File: src/rtl/sprite_pkg.sv
// ============================================================================
// Module  : sprite_pkg
// Brief   : Shared geometry, colour and FSM encoding for the sprite blitter.
// Revision: 1.0 - initial release
// ============================================================================
`default_nettype none

package sprite_pkg;

  localparam int SPRITE_W    = 8;
  localparam int SPRITE_H    = 8;
  localparam int NUM_SPRITES = 4;
  localparam int COLOUR_W    = 9;
  localparam int SCREEN_W    = 160;
  localparam int SCREEN_H    = 120;
  localparam logic [COLOUR_W-1:0] TRANSPARENT = 9'h1FF;

  localparam int X_W    = 8;
  localparam int Y_W    = 7;
  localparam int COL_W  = $clog2(SPRITE_W);
  localparam int ROW_W  = $clog2(SPRITE_H);
  localparam int SPR_W  = $clog2(NUM_SPRITES);
  localparam int ADDR_W = SPR_W + ROW_W + COL_W;

  localparam logic [1:0] ST_IDLE  = 2'd0;
  localparam logic [1:0] ST_DRAW  = 2'd1;
  localparam logic [1:0] ST_FLUSH = 2'd2;
  localparam logic [1:0] ST_DONE  = 2'd3;

  typedef struct packed {
    logic           valid;
    logic           inb;
    logic [X_W-1:0] x;
    logic [Y_W-1:0] y;
  } pix_t;

endpackage

`default_nettype wire

File: src/rtl/sprite_blitter_if.sv
// ============================================================================
// Module  : sprite_blitter_if
// Brief   : Request, ROM and VGA-side signals of the sprite blitter.
// Revision: 1.0 - initial release
// ============================================================================
`default_nettype none

interface sprite_blitter_if;
  import sprite_pkg::*;

  logic                req_valid;
  logic                req_ready;
  logic [X_W-1:0]      req_x;
  logic [Y_W-1:0]      req_y;
  logic [SPR_W-1:0]    req_sprite;
  logic                req_erase;
  logic [COLOUR_W-1:0] req_colour;
  logic [ADDR_W-1:0]   rom_addr;
  logic [COLOUR_W-1:0] rom_data;
  logic [X_W-1:0]      x;
  logic [Y_W-1:0]      y;
  logic [COLOUR_W-1:0] colour;
  logic                plot;
  logic                done;

  modport master (
    input  req_valid, req_x, req_y, req_sprite, req_erase, req_colour, rom_data,
    output req_ready, rom_addr, x, y, colour, plot, done
  );

  modport slave (
    output req_valid, req_x, req_y, req_sprite, req_erase, req_colour, rom_data,
    input  req_ready, rom_addr, x, y, colour, plot, done
  );

endinterface

`default_nettype wire

File: src/rtl/sprite_addr_gen.sv
// ============================================================================
// Module  : sprite_addr_gen
// Brief   : Column/row counters, last-pixel flag and sprite ROM address.
// Revision: 1.0 - initial release
// ============================================================================
`default_nettype none

module sprite_addr_gen
  import sprite_pkg::*;
(
  input  logic              clk,
  input  logic              reset,
  input  logic              start,
  input  logic              advance,
  input  logic [SPR_W-1:0]  sprite,
  output logic [COL_W-1:0]  cx,
  output logic [ROW_W-1:0]  cy,
  output logic              last,
  output logic [ADDR_W-1:0] rom_addr
);

  logic [COL_W-1:0]  r_cx;
  logic [ROW_W-1:0]  r_cy;
  logic [ADDR_W-1:0] r_rom_addr;

  // Address and counters move together; the address register holds outside DRAW.
  always_ff @(posedge clk or posedge reset) begin
    if (reset) begin
      r_cx       <= '0;
      r_cy       <= '0;
      r_rom_addr <= '0;
    end else if (start) begin
      r_cx <= '0;
      r_cy <= '0;
    end else if (advance) begin
      r_rom_addr <= {sprite, r_cy, r_cx};
      r_cx       <= r_cx + COL_W'(1);
      if (&r_cx) begin
        r_cy <= r_cy + ROW_W'(1);
      end
    end
  end

  assign cx       = r_cx;
  assign cy       = r_cy;
  assign last     = (&r_cx) && (&r_cy);
  assign rom_addr = r_rom_addr;

endmodule

`default_nettype wire

File: src/rtl/sprite_blitter.sv
// ============================================================================
// Module  : sprite_blitter
// Brief   : Draws one sprite or erase box per request, one pixel per clock.
//           Optional macro TRANSPARENCY_EN suppresses plotting of the colour key.
// Revision: 1.0 - initial release
// ============================================================================
`default_nettype none

module sprite_blitter
  import sprite_pkg::*;
(
  input  logic clk,
  input  logic reset,
  sprite_blitter_if.master bus
);

  logic [1:0]          r_state;
  logic [1:0]          w_next;
  logic                r_ready;
  logic [X_W-1:0]      r_x;
  logic [Y_W-1:0]      r_y;
  logic [SPR_W-1:0]    r_sprite;
  logic                r_erase;
  logic [COLOUR_W-1:0] r_fill;
  pix_t                r_s1;
  pix_t                r_s2;
  logic [X_W-1:0]      r_px;
  logic [Y_W-1:0]      r_py;
  logic [COLOUR_W-1:0] r_colour;
  logic                r_plot;

  logic                w_accept;
  logic                w_draw;
  logic                w_last;
  logic                w_transp;
  logic [COL_W-1:0]    w_cx;
  logic [ROW_W-1:0]    w_cy;
  logic [ADDR_W-1:0]   w_rom_addr;
  logic [X_W:0]        w_x_sum;
  logic [Y_W:0]        w_y_sum;

  assign w_accept = bus.req_valid && r_ready;
  assign w_draw   = (r_state == ST_DRAW);

  sprite_addr_gen u_addr_gen (
    .clk      (clk),
    .reset    (reset),
    .start    (w_accept),
    .advance  (w_draw),
    .sprite   (r_sprite),
    .cx       (w_cx),
    .cy       (w_cy),
    .last     (w_last),
    .rom_addr (w_rom_addr)
  );

  always_comb begin
    w_next = r_state;
    case (r_state)
      ST_IDLE:  if (w_accept) w_next = ST_DRAW;
      ST_DRAW:  if (w_last) w_next = ST_FLUSH;
      ST_FLUSH: if (!r_s1.valid && !r_s2.valid) w_next = ST_DONE;
      ST_DONE:  w_next = ST_IDLE;
      default:  w_next = ST_IDLE;
    endcase
  end

  always_ff @(posedge clk or posedge reset) begin
    if (reset) begin
      r_state  <= ST_IDLE;
      r_ready  <= 1'b0;
      r_x      <= '0;
      r_y      <= '0;
      r_sprite <= '0;
      r_erase  <= 1'b0;
      r_fill   <= '0;
    end else begin
      r_state <= w_next;
      r_ready <= (w_next == ST_IDLE);
      if (w_accept) begin
        r_x      <= bus.req_x;
        r_y      <= bus.req_y;
        r_sprite <= bus.req_sprite;
        r_erase  <= bus.req_erase;
        r_fill   <= bus.req_colour;
      end
    end
  end

  // One extra bit so off-screen pixels are clipped rather than wrapped.
  assign w_x_sum = {1'b0, r_x} + (X_W+1)'(w_cx);
  assign w_y_sum = {1'b0, r_y} + (Y_W+1)'(w_cy);

`ifdef TRANSPARENCY_EN
  assign w_transp = !r_erase && (bus.rom_data == TRANSPARENT);
`else
  assign w_transp = 1'b0;
`endif

  // s1 aligns with the ROM address, s2 with ROM data, then the output register.
  always_ff @(posedge clk or posedge reset) begin
    if (reset) begin
      r_s1     <= '0;
      r_s2     <= '0;
      r_px     <= '0;
      r_py     <= '0;
      r_colour <= '0;
      r_plot   <= 1'b0;
    end else begin
      r_s1     <= '{valid: w_draw,
                    inb:   (w_x_sum < (X_W+1)'(SCREEN_W)) && (w_y_sum < (Y_W+1)'(SCREEN_H)),
                    x:     w_x_sum[X_W-1:0],
                    y:     w_y_sum[Y_W-1:0]};
      r_s2     <= r_s1;
      r_px     <= r_s2.x;
      r_py     <= r_s2.y;
      r_colour <= r_erase ? r_fill : bus.rom_data;
      r_plot   <= r_s2.valid && r_s2.inb && !w_transp;
    end
  end

  assign bus.req_ready = r_ready;
  assign bus.rom_addr  = w_rom_addr;
  assign bus.x         = r_px;
  assign bus.y         = r_py;
  assign bus.colour    = r_colour;
  assign bus.plot      = r_plot;
  assign bus.done      = (r_state == ST_DONE);

endmodule

`default_nettype wire

File: src/flat_wrapper.sv
// flat-port wrapper written by rule: the top's interface ports become plain ports
module sprite_blitter_flat import sprite_pkg::*;
  (clk, reset, bus_req_valid, bus_req_x, bus_req_y, bus_req_sprite, bus_req_erase, bus_req_colour, bus_rom_data, bus_req_ready, bus_rom_addr, bus_x, bus_y, bus_colour, bus_plot, bus_done);
  sprite_blitter_if bus_i ();
  input  logic clk;
  input  logic reset;
  input wire logic [$bits(bus_i.req_valid)-1:0] bus_req_valid;
  input wire logic [$bits(bus_i.req_x)-1:0] bus_req_x;
  input wire logic [$bits(bus_i.req_y)-1:0] bus_req_y;
  input wire logic [$bits(bus_i.req_sprite)-1:0] bus_req_sprite;
  input wire logic [$bits(bus_i.req_erase)-1:0] bus_req_erase;
  input wire logic [$bits(bus_i.req_colour)-1:0] bus_req_colour;
  input wire logic [$bits(bus_i.rom_data)-1:0] bus_rom_data;
  output wire logic [$bits(bus_i.req_ready)-1:0] bus_req_ready;
  output wire logic [$bits(bus_i.rom_addr)-1:0] bus_rom_addr;
  output wire logic [$bits(bus_i.x)-1:0] bus_x;
  output wire logic [$bits(bus_i.y)-1:0] bus_y;
  output wire logic [$bits(bus_i.colour)-1:0] bus_colour;
  output wire logic [$bits(bus_i.plot)-1:0] bus_plot;
  output wire logic [$bits(bus_i.done)-1:0] bus_done;
  assign bus_i.req_valid = bus_req_valid;
  assign bus_i.req_x = bus_req_x;
  assign bus_i.req_y = bus_req_y;
  assign bus_i.req_sprite = bus_req_sprite;
  assign bus_i.req_erase = bus_req_erase;
  assign bus_i.req_colour = bus_req_colour;
  assign bus_i.rom_data = bus_rom_data;
  assign bus_req_ready = bus_i.req_ready;
  assign bus_rom_addr = bus_i.rom_addr;
  assign bus_x = bus_i.x;
  assign bus_y = bus_i.y;
  assign bus_colour = bus_i.colour;
  assign bus_plot = bus_i.plot;
  assign bus_done = bus_i.done;
  sprite_blitter u_core (.clk(clk), .reset(reset), .bus(bus_i));
endmodule
File: config.mk
export PLATFORM = sky130hd
export DESIGN_NAME = sprite_blitter_flat
export DESIGN_NICKNAME = d
export VERILOG_FILES = /design/src/rtl/sprite_pkg.sv /design/src/rtl/sprite_blitter_if.sv /design/src/rtl/sprite_addr_gen.sv /design/src/rtl/sprite_blitter.sv /design/src/flat_wrapper.sv
export SDC_FILE = /design/constraint.sdc
export NUM_CORES = 1
export LEC_CHECK = 0
export BUFFER_PORTS_ARGS = -buffer_cell sky130_fd_sc_hd__buf_2
export CAP_MARGIN = 20
export CORE_MARGIN = 1.5
export CORE_UTILIZATION = 30
export CTS_BUF_LIST = sky130_fd_sc_hd__clkbuf_2 sky130_fd_sc_hd__clkbuf_4 sky130_fd_sc_hd__clkbuf_8
export CTS_CLUSTER_SIZE = 24
export DETAILED_ROUTE_END_ITERATION = 7
export HOLD_SLACK_MARGIN = 0.02
export PLACE_DENSITY = 0.54
export SLEW_MARGIN = 20
export SYNTH_ARGS = -nofsm -noshare
export SYNTH_HDL_FRONTEND = slang
export SYNTH_HIERARCHICAL = 1
export SYNTH_SLANG_ARGS = --single-unit
File: constraint.sdc
create_clock -name clk -period 8.1 [get_ports clk]
set_clock_uncertainty 0.2 [all_clocks]
set_input_delay 1.62 -clock clk [delete_from_list [all_inputs] [get_ports clk]]
set_output_delay 1.62 -clock clk [all_outputs]
set_load 0.03 [all_outputs]
[Word-level counts from Yosys, hierarchy flattened]
Index checks and enable logic that the tools add are counted.
Operators by class
  bitwise gates (word level): 1
  reduce and logical (&&, ||, !) cells: 15
  $add $sub $neg: 4
  mux-type cells: 10
  magnitude comparators: 2
  eq/ne operators: 3
Operators by type and width (count)
  $mux W3: 5
  $add A8 B3 Y9: 1
  $lt A9 B8 Y1 const B: 1
  $mux W9: 1
  $add A7 B3 Y8: 1
  $lt A8 B7 Y1 const B: 1
  $pmux W2 S4: 1
  $add A3 B1 Y3 const B: 2
  $mux W2: 3
  $reduce_and A3 Y1: 2
  $logic_and A1 B1 Y1: 5
  $eq A2 B2 Y1 const B: 2
  $logic_not A2 Y1: 2
  $reduce_and A2 Y1: 2
  $reduce_bool A2 Y1: 2
  $eq A2 B1 Y1 const B: 1
  $logic_not A1 Y1: 2
  $not A1 Y1: 1
Word-level totals
  input port bits: 39
  bits in registers: 103

[Logic depth before layout (Yosys ltp)]
Gate-level depths: netlist of the first run.
  word-level depth: 5
  mapped depth: 7

[Hierarchy]
Netlist of the first run, hierarchy kept.
By module, submodules not included
  sprite_blitter: area each 3165.5 µm², times used 1, seq. area each 2227.1 µm², cells each 204
  sprite_addr_gen: area each 674.4 µm², times used 1, seq. area each 350.3 µm², cells each 47

[Worst setup path after synthesis of the first run]
No wires, ideal clock.
  path type: input port to flip-flop
  start point: in bus_req_valid
  end point: reg u_core.u_addr_gen.r_rom_addr[0], in the netlist u_core/u_addr_gen/rom_addr[0]
  slack: 4.957 ns
  path buffers: 2
  stages on the path: 6
  arrival time: 2.818 ns
  cell sequence: nand2_1 -> buf_2 -> inv_1 -> nor2b_4 -> buf_6 -> mux2_4
Between the ends
  word-level cells in the longest chain between the ends: 3
Ends and longest elaborated chain
  start: declaration: line flat_wrapper.sv:7  | input wire logic [$bits(bus_i.req_valid)-1:0] bus_req_valid;
  $logic_and A1 B1 Y1: line sprite_blitter.sv:42  | assign w_accept = bus.req_valid && r_ready;
  via u_core.w_accept: line sprite_blitter.sv:32  | logic w_accept;
  $not A1 Y1 (no source line)
  $reduce_and A2 Y1 (no source line)
  end signal: assignment: line sprite_addr_gen.sv:36  | r_rom_addr <= {sprite, r_cy, r_cx};
  end: declaration: line sprite_addr_gen.sv:24  | logic [ADDR_W-1:0] r_rom_addr;
The timed path passes the listed nets, and every way through them passes these cells.
A chain may end at the register's enable or synchronous reset.

[Worst setup path after layout of the first run]
  start point: reg u_core.r_state[1]
  end point: out bus_done
Between the ends
  word-level cells in the longest chain between the ends: 1
Ends and longest elaborated chain
  start: declaration: line sprite_blitter.sv:17  | logic [1:0] r_state;
  start signal: assignment: line sprite_blitter.sv:78  | r_state <= w_next;
  $eq A2 B2 Y1: line sprite_blitter.sv:128  | assign bus.done = (r_state == ST_DONE);
  end: declaration: line flat_wrapper.sv:20  | output wire logic [$bits(bus_i.done)-1:0] bus_done;
Every way passes these cells.

==> results of run 1 <==
cells in the final DEF (no fill, tap or decap), types with 3 or more instances in the layout:
cell type,n
dfrtp_1,103
buf_2,73
mux2_2,35
nand2_1,11
nor2_1,10
ha_1,10
clkbuf_8,9
inv_1,9
mux2_4,8
xnor2_1,7
a21oi_1,6
nand2b_1,5
xor2_1,5
and2_1,4
clkinv_4,3
nand4_1,3
mux2i_1,3
critical path, stage by stage (launching register included):
cell and delay (ps):
dfrtp_1 420, and2_1 160, buf_2 170
power breakdown:
part           switching, uW  internal, uW
Sequential               126           760
Clock                    176           147
Combinational            366           286
cell type report:
type	count	share of cell area (%)
sequential	103	56.0
inverter	10	0.842
clock inverter	7	1.77
tap	172	4.67
clock buffer	9	2.69
timing repair buffer	75	8.26
multi-input combinational	133	25.8
per-stage QoR:
stage	power (uW)	area [sq um]	setup WS (ps)	cells
2_1_floorplan	1380	3840	3970	251
3_3_place_gp	1550	4400	5020	493
3_5_place_dp	1560	4400	5000	493
4_1_cts	1900	4600	5140	509
5_1_grt	2000	4600	5100	509
6_report	1860	4600	5180	509
how the worst min path moves through the flow:
| stage | endpoint | startpoint | slack [ps] | cells after the start |
|---|---|---|---|---|
| after global placement | u_core/bus.x[5] | u_core/r_s2[12] | 130 | 0 |
| after global routing | u_core/r_s2[9] | u_core/r_s1[9] | 160 | 0 |
| after floorplan | u_core/bus.x[0] | u_core/r_s2[7] | 130 | 0 |
| after CTS | u_core/bus.x[4] | u_core/r_s2[11] | 160 | 0 |
| final | u_core/bus.x[4] | u_core/r_s2[11] | 150 | 0 |
| after detailed placement | u_core/bus.x[1] | u_core/r_s2[8] | 130 | 0 |
flip-flops by register name, summed over array words and instances, names as in the netlist:
register                    cells
u_core/u_addr_gen/cx            3
u_core/u_addr_gen/cy            3
u_core/bus.y                    7
u_core/bus.plot                 1
u_core/r_x                      8
u_core/bus.req_ready            1
u_core/r_state                  2
u_core/bus.x                    8
u_core/r_y                      7
u_core/r_s2                    17
u_core/r_erase                  1
u_core/u_addr_gen/rom_addr      8
u_core/r_sprite                 2
u_core/r_fill                   9
u_core/bus.colour               9
u_core/r_s1                    17
layer usage:
layer	up-vias	share of wire (%)
met5	-	0
met4	0	1.9
met3	9	4.5
met2	37	47
met1	1017	46
li1	1011	-
cell families (layout without fill, tap and decap cells):
| group | count (synthesis) | after routing |
|---|---|---|
| DFF | 103 | 103 |
| AOI/OAI and AO/OA | 21 | 21 |
| and+or+nand+nor | 42 | 42 |
| xor gates and xnor gates | 12 | 12 |
| muxes | 46 | 46 |
| adders and majority gates | 12 | 12 |
| buffers and inverters | 15 | 101 |
==> run_results.csv, run 1 <==
group,metric,value,unit
yosys,synth_nets,302,
timing,setup_tns,0,ps
grt,grt_util_met1,13.7,%
yosys,ys_ff_latch,103,
clock_network,cts_sinks,103,
yosys,yosys.area_share.simple,5.73,%
setup_path,path_class,"register to primary output",
yosys,synth_area_per_cell,15.3,sq um
yosys,async_flop_share,100,%
floorplan,die_h,116,um
clock_network,postCtsHoldBufs,0,
finish,final_layout_size_suffix_gt1_share,41.5,%
yosys,synth-edff-count,0,
yosys,synthXorXnorAreaFrac,2.74,%
routing,vias_per_cell,4.07,
worst_hold_path,holdCritPathClass,"register to register",
timing,rsz0062_at_grt,"false",
yosys,syn-cell-area,0.00384,sq mm
floorplan,num_rows,41,
place,gp_congestion,0.735,
grt,grt_util_all_layers,10.2,%
yosys,synthCells,251,
setup_path,r2r-end,"u_core/r_s1[15]",
yosys,synth_adder_area_share,4.30,%
timing,setup_viol,0,
pwr,power.density,404,mW/mm^2
timing,slew_headroom,50.3,%
grt,overflow,0,
finish,regArea,0.00258,sq mm
timing,fin_crit_sh,36.1,%
clock_network,clockRootBuffer,"clkbuf_8",
pwr,ir_worst_vdd,0.000103,V
yosys,synth_commonest_cells,"103 x dfrtp_1, 35 x mux2_2, 11 x nand2_1",
place,hpwlAfterDp,4.47,mm
grt,grtUsageMet2,15.3,%
yosys,synth-warning-count,6,
grt,grt_pass1_wl,10.4,mm
timing,final.min_clock_period,2920,ps
timing,hold_viol_final,0,
setup_path,r2r-start,"u_core/u_addr_gen/cy[0]",
timing,worst_pin_slew,744,ps
routing,ant_nets,0,
routing,drt-initial-drc-count,107,
grt,antenna_found_initial,0,
yosys,synth_area_leaders,"dfrtp_1 67%, mux2_2 10%, ha_1 3.3%",
setup_path,reg2reg_slack,5890,ps
routing,drcViolationCount,0,
timing,whs,154,ps
clock_network,clkTransAtPathRegs,90,ps
clock_network,cts_resized,0,
routing,dr_total_vias,2074,
setup_path,reg2reg_depth,7,
pwr,p_leak,0.00222,uW
yosys,yosysSeqAreaShare,67.1,%
timing,fmax,342,MHz
clock_network,clk_latency,350,ps
grt,busiest_layer,"met2",
finish,finish.net_count,383,
floorplan,boundaryPins,74,
flow_run,max_cap_viol_count,0,
clock_network,cts_tree,"yes",
floorplan,core_area,0.0126,sq mm
finish,multi_input_area,0.00119,sq mm
floorplan,die-area,0.0135,sq mm
yosys,synth_compound_area_share,3.98,%
clock_network,numCtsBuffers,9,
setup_path,worstPathRequired,6280,ps
timing,slew_violations,0,
grt,grt_pass1_vias,2074,
place,portBuffers,73,
grt,grt_max_degree,48,
setup_path,startpoint_type,"register",
finish,utilization,36.6,%
yosys,synth.distinct_cells,36,
grt,grt.met3_usage,3.17,%
setup_path,cp-startpoint,"u_core/r_state[1]",
finish,areaGrowthSynthToFinish,19.9,%
yosys,netlist.area_leader.share,67.1,%
setup_path,cp_max_fo,5,
yosys,yosysTopAreaCell,"dfrtp_1",
clock_network,cts_setup_buffers,0,
finish,antennaDiodeCount,0,
floorplan,start_util,30.6,%
routing,routed_wl,6.38,mm
yosys,synthFlopType,"dfrtp_1",
floorplan,die_x,116,um
routing,firstDrtPassIters,4,
clock_network,cts_max_level,3,
finish,num-fill-cells,1212,
setup_path,cp-end-kind,"primary output",
yosys,synth_top_family_by_area,"multiplexers",
routing,wl_per_cell,12.5,um
yosys,synth.most_common_cell,"dfrtp_1",
setup_path,crit_end,"bus_done",
clock_network,clock_tree.buffer_depth,2,
setup_path,arrival,1100,ps
status,status,"finished clean",
yosys,synthMuxAreaShare,14.2,%
(Power assumes the default switching activity.)
==> run 2, diff against run 1 <==
clock period = 2.9 ns   (was 8.1 ns; I/O delays follow)
==> run 2 against run 1 <==
Power rose to 2.8 times the previous value. Highest routed layer unchanged. Worst setup slack worse by 4400 ps. Routed wire length up 3.8%. Final cell count up 0.39%. Cell area up 0.30%. Non-clock buffer count up 2. Sequential share of layout area down 0.17 points.
==> run_results.csv, run 2 (synthesized netlist as in run 1, its figures left out) <==
group,metric,value,unit
setup_path,cp_num_buf_inv,1,
finish,mostFrequentLayoutCell,"dfrtp_1",
status,status,"finished clean",
routing,drt-initial-drc-count,101,
finish,antennaDiodeCount,0,
setup_path,arrival,2170,ps
routing,wl_per_cell,13.0,um
timing,setup_tns,0,ps
place,gp_congestion,0.730,
clock_network,cts_sinks,103,
pwr,netSwitchingFraction,36.5,%
routing,dr_total_vias,2110,
setup_path,slowest_stage,"dfrtp_1",
clock_network,cts_resized,0,
floorplan,die_h,116,um
routing,routed_wl,6.62,mm
routing,drcViolationCount,0,
routing,firstDrtPassIters,4,
pwr,clockPowerShare,15.7,%
place,place_area,0.00444,sq mm
clock_network,clkTransAtPathRegs,100,ps
grt,grt_util_all_layers,10.7,%
floorplan,boundaryPins,74,
clock_network,cts_tree,"yes",
finish,fin_area,0.00462,sq mm
timing,worst_pin_slew,691,ps
floorplan,num_rows,41,
routing,ant_nets,0,
worst_hold_path,holdCritPathClass,"input port to asynchronous set/reset pin",
setup_path,cp-startpoint,"u_core/u_addr_gen/cy[0]",
setup_path,max_stage_delay,420,ps
place,portBuffers,73,
pwr,p_seq_share,48.6,%
finish,regArea,0.00258,sq mm
setup_path,r2r-start,"u_core/u_addr_gen/cy[0]",
routing,vias_per_cell,4.13,
setup_path,cp_max_fo,5,
setup_path,path_class,"register to register",
floorplan,start_util,30.6,%
finish,final_layout_size_suffix_gt1_share,41.9,%
floorplan,core_area,0.0126,sq mm
pwr,power.density,1110,mW/mm^2
setup_path,worstPathRequired,2960,ps
timing,final.min_clock_period,2110,ps
timing,slew_violations,0,
setup_path,startpoint_type,"register",
finish,finish.net_count,385,
timing,rsz0062_at_grt,"false",
setup_path,crit_family,"adder cells",
timing,fmax,473,MHz
clock_network,clk_latency,360,ps
setup_path,cp-end-kind,"register",
floorplan,die_x,116,um
clock_network,cts_setup_buffers,0,
pwr,comb_power_share,35.7,%
clock_network,clock_tree.buffer_depth,2,
timing,hold_viol_final,0,
timing,fin_crit_sh,72.9,%
setup_path,crit_chain,"ha_1, inv_1, fa_1, nand2b_1, a211oi_1, mux2i_1, o221a_1",
pwr,p_sw,1870,uW
finish,final_cell_mix,"103 x dfrtp_1, 73 x buf_2, 35 x mux2_2, 11 x nand2_1",
grt,grt_pass1_vias,2125,
finish,num-fill-cells,1233,
finish,areaGrowthSynthToFinish,20.3,%
finish,largestRegisters,"u_core/r_s1 (17), u_core/r_s2 (17)",
timing,slew_headroom,53.8,%
flow_run,max_cap_viol_count,0,
clock_network,postCtsHoldBufs,0,
grt,overflow,0,
floorplan,die-area,0.0135,sq mm
grt,grt_pass1_wl,10.6,mm
pwr,intPower,3260,uW
clock_network,numCtsBuffers,9,
pwr,p_leak,0.00222,uW
grt,antenna_found_initial,0,
place,hpwlAfterDp,4.68,mm
grt,grt_max_degree,29,
pwr,ir_worst_vdd,0.000274,V
timing,setup_viol,0,
clock_network,cts_max_level,3,
finish,multi_input_area,0.00119,sq mm
clock_network,clockRootBuffer,"clkbuf_8",
-- run 2: cell count changes in the layout (fill, tap and decap cells not counted), sizes merged --
cell | previous run | this run
clkbuf | 9 | 10
clkinvlp | 1 | 4
bufinv | 1 | 0
buf | 75 | 77
inv | 11 | 10
clkinv | 4 | 2
-- run 2: power groups by stage --
| stage | clock network, uW | registers, uW | logic (uW) |
|---|---|---|---|
| floorplan | 0 | 2880 | 984 |
| global placement | 0 | 2530 | 1830 |
| detailed placement | 0 | 2540 | 1850 |
| CTS | 855 | 2510 | 1860 |
| global route | 911 | 2590 | 2020 |
| finish | 805 | 2490 | 1830 |
-- run 2: per-stage QoR --
| step | hold slack [ps] | total power [uW] | util [%] | std cells | setup slack [ps] |
|---|---|---|---|---|---|
| 4_1_cts | 66.2 | 5230 | 36.7 | 511 | 773 |
| 3_5_place_dp | 135 | 4390 | 35.3 | 495 | 782 |
| 5_1_grt | 102 | 5530 | 36.7 | 511 | 656 |
| 2_1_floorplan | 131 | 3870 | - | 251 | 797 |
| 6_report | 64.7 | 5130 | 36.7 | 511 | 785 |
| 3_3_place_gp | 133 | 4360 | 35.3 | 495 | 831 |
-- run 2: routing by layer --
layer	global-route usage (%)	part of all wire, %	up-vias
li1	-	-	1014
met1	13.4	45	1049
met2	16.8	49	37
met3	3.06	3.8	10
met4	5.61	1.8	0
met5	0	0	-
-- run 2: path summary, 6_finish.rpt --
kind	endpoint	slack [ps]	depth (start not counted)
worst min-delay path	u_core/u_addr_gen/rom_addr[6]	60	2
max in group asynchronous	u_core/r_y[4]	1790	3
worst max register to register	u_core/r_s1[15]	790	7
worst min register to register	u_core/r_s2[10]	150	0
worst max-delay path	u_core/r_s1[15]	790	7
min in group clk	u_core/r_s2[10]	150	0
-- run 2: area by class of cell --
type | instances | area share [%]
Clock inverter | 6 | 0.975
Inverter | 10 | 0.894
Sequential cell | 103 | 55.8
Timing Repair Buffer | 77 | 9.10
Tap cell | 172 | 4.66
Multi-Input combinational cell | 133 | 25.7
Clock buffer | 10 | 2.84
-- run 2: worst register-to-register path: stages (launching register included) --
cell and delay, ps:
dfrtp_1 420, ha_1 200, inv_1 60, fa_1 380, nand2b_1 180, a211oi_1 230, mux2i_1 100, o221a_1 240
==> run 3, diff against run 2 <==
clock period = 2.2 ns   (was 2.9 ns; I/O delays follow)
==> run 3 against run 2 <==
Die area unchanged. Critical path depth unchanged. Maximum frequency up 3.3%. Worst setup slack worse by 630 ps. Sequential cell count unchanged. Clock power up 61%. Worst hold slack better by 26 ps. Non-clock buffer count up 4. Power up 37%. Sequential share of layout area down 0.97 points. Cell area up 1.8%. Final cell count up 0.78%. Largest power group unchanged.
==> run_results.csv, run 3 (synthesized netlist as in run 1, its figures left out) <==
group,metric,value,unit
place,gp_congestion,0.755,
finish,largestRegisters,"u_core/r_s1 (17), u_core/r_s2 (17)",
floorplan,die_h,116,um
setup_path,arrival,2110,ps
routing,vias_per_cell,4.12,
finish,final_layout_size_suffix_gt1_share,42.3,%
floorplan,start_util,30.6,%
timing,final.min_clock_period,2050,ps
grt,overflow,0,
timing,hold_viol_final,0,
clock_network,cts_setup_buffers,0,
grt,grt_pass1_wl,10.8,mm
worst_hold_path,holdCritPathClass,"input port to register",
pwr,ir_worst_vdd,0.000366,V
finish,final_cell_mix,"103 x dfrtp_1, 73 x buf_2, 35 x mux2_2, 11 x nand2_1",
pwr,power.density,1500,mW/mm^2
setup_path,worstPathRequired,2260,ps
finish,utilization,37.4,%
routing,met1_length,3.04,mm
timing,rsz0062_at_grt,"false",
timing,fmax,488,MHz
place,placedCellCount,498,
grt,grt_max_degree,30,
grt,grt_util_all_layers,10.8,%
pwr,p_seq_share,46.5,%
routing,ant_nets,0,
finish,finish.net_count,389,
floorplan,die-area,0.0135,sq mm
clock_network,cts_tree,"yes",
routing,wl_per_cell,13.1,um
routing,wl_met2,3.28,mm
clock_network,clk_latency,360,ps
routing,route.met3.wl,318,um
finish,fin_cells,515,
finish,antennaDiodeCount,0,
routing,drcViolationCount,0,
clock_network,cts_max_level,3,
timing,slew_violations,0,
routing,routed_wl,6.74,mm
finish,mostFrequentLayoutCell,"dfrtp_1",
clock_network,clockRootBuffer,"clkbuf_8",
clock_network,cts_sinks,103,
place,portBuffers,73,
place,hpwlAfterDp,4.75,mm
floorplan,core_area,0.0126,sq mm
pwr,p_leak,0.00227,uW
floorplan,boundaryPins,74,
timing,worst_pin_slew,583,ps
status,status,"finished clean",
finish,areaGrowthSynthToFinish,22.4,%
grt,antenna_found_initial,0,
setup_path,path_class,"register to register",
timing,setup_tns,0,ps
flow_run,max_cap_viol_count,0,
pwr,comb_power_share,34.9,%
routing,highest_layer,"met4",
timing,slew_headroom,61.0,%
clock_network,clock_tree.buffer_depth,2,
finish,fin_area,0.00470,sq mm
pwr,intPower,4540,uW
floorplan,num_rows,41,
pwr,netSwitchingFraction,35.4,%
setup_path,cp_max_fo,2,
clock_network,clkTransAtPathRegs,100,ps
timing,fin_crit_sh,93.1,%
clock_network,numCtsBuffers,9,
setup_path,cp-end-kind,"register",
grt,grt_pass1_vias,2163,
routing,firstDrtPassIters,4,
routing,dr_total_vias,2123,
pwr,clockPowerShare,18.6,%
floorplan,die_x,116,um
routing,drt-initial-drc-count,94,
pwr,p_sw,2490,uW
timing,setup_viol,0,
setup_path,startpoint_type,"register",
place,place_area,0.00446,sq mm
[run 3: metrics by stage]
stage | worst slack, ps | hold WS (ps) | total power [uW]
after CTS | 145 | 77.4 | 7160
after floorplan | 148 | 129 | 5100
final | 153 | 91.1 | 7030
after detailed placement | 171 | 135 | 5820
after global placement | 198 | 132 | 5760
after global routing | 43.4 | 80.6 | 7530
[run 3: area by class of cell]
| cell class | count | area, sq um |
|---|---|---|
| clock buffers | 9 | 124 |
| clock inverters | 7 | 101 |
| fillers | 1245 | 7870 |
| inverters | 10 | 41.3 |
| multi-input cells | 133 | 1190 |
| flip-flops and latches | 103 | 2580 |
| well taps | 172 | 215 |
| repair buffers | 81 | 453 |
[run 3: path summary, 6_finish.rpt]
| kind | slack (ps) | cells past startpoint | start | endpoint |
|---|---|---|---|---|
| max reg2reg | 150 | 7 | u_core/r_y[0] | u_core/r_s1[15] |
| max | 150 | 7 | u_core/r_y[0] | u_core/r_s1[15] |
| min in group asynchronous | 490 | 3 | reset | u_core/r_sprite[0] |
| max in group asynchronous | 690 | 4 | reset | u_core/r_s1[3] |
| min | 90 | 3 | bus_req_y[1] | u_core/r_y[1] |
| min reg2reg | 150 | 0 | u_core/r_s1[10] | u_core/r_s2[10] |
[run 3: critical path, stage by stage, from the launching register on]
cell and delay, ps:
dfrtp_1 360, ha_1 170, inv_1 50, fa_1 390, nand2b_1 180, a211oi_1 230
mux2i_1 110, o221a_1 240
[run 3: metal layers]
metal  vias to the layer above  GRT usage [%]
li1                       1029              -
met1                      1044           13.8
met2                        42           17.1
met3                         8           3.27
met4                         0           4.63
met5                         -              0
[run 3: repair_timing]
item / 4_1_cts / 5_1_grt
endpoints found under the setup margin: 0 / 0
gates resized for setup: 0 / 0
endpoints found under the hold margin: 34 / 0
hold buffers: 1 / 0
[run 3: power by group through the flow]
stage	Combinational [uW]	Clock (uW)	Sequential [uW]
floorplan	1300	0	3800
global placement	2460	0	3300
detailed placement	2500	0	3330
CTS	2510	1370	3290
global route	2690	1440	3400
finish	2460	1300	3270
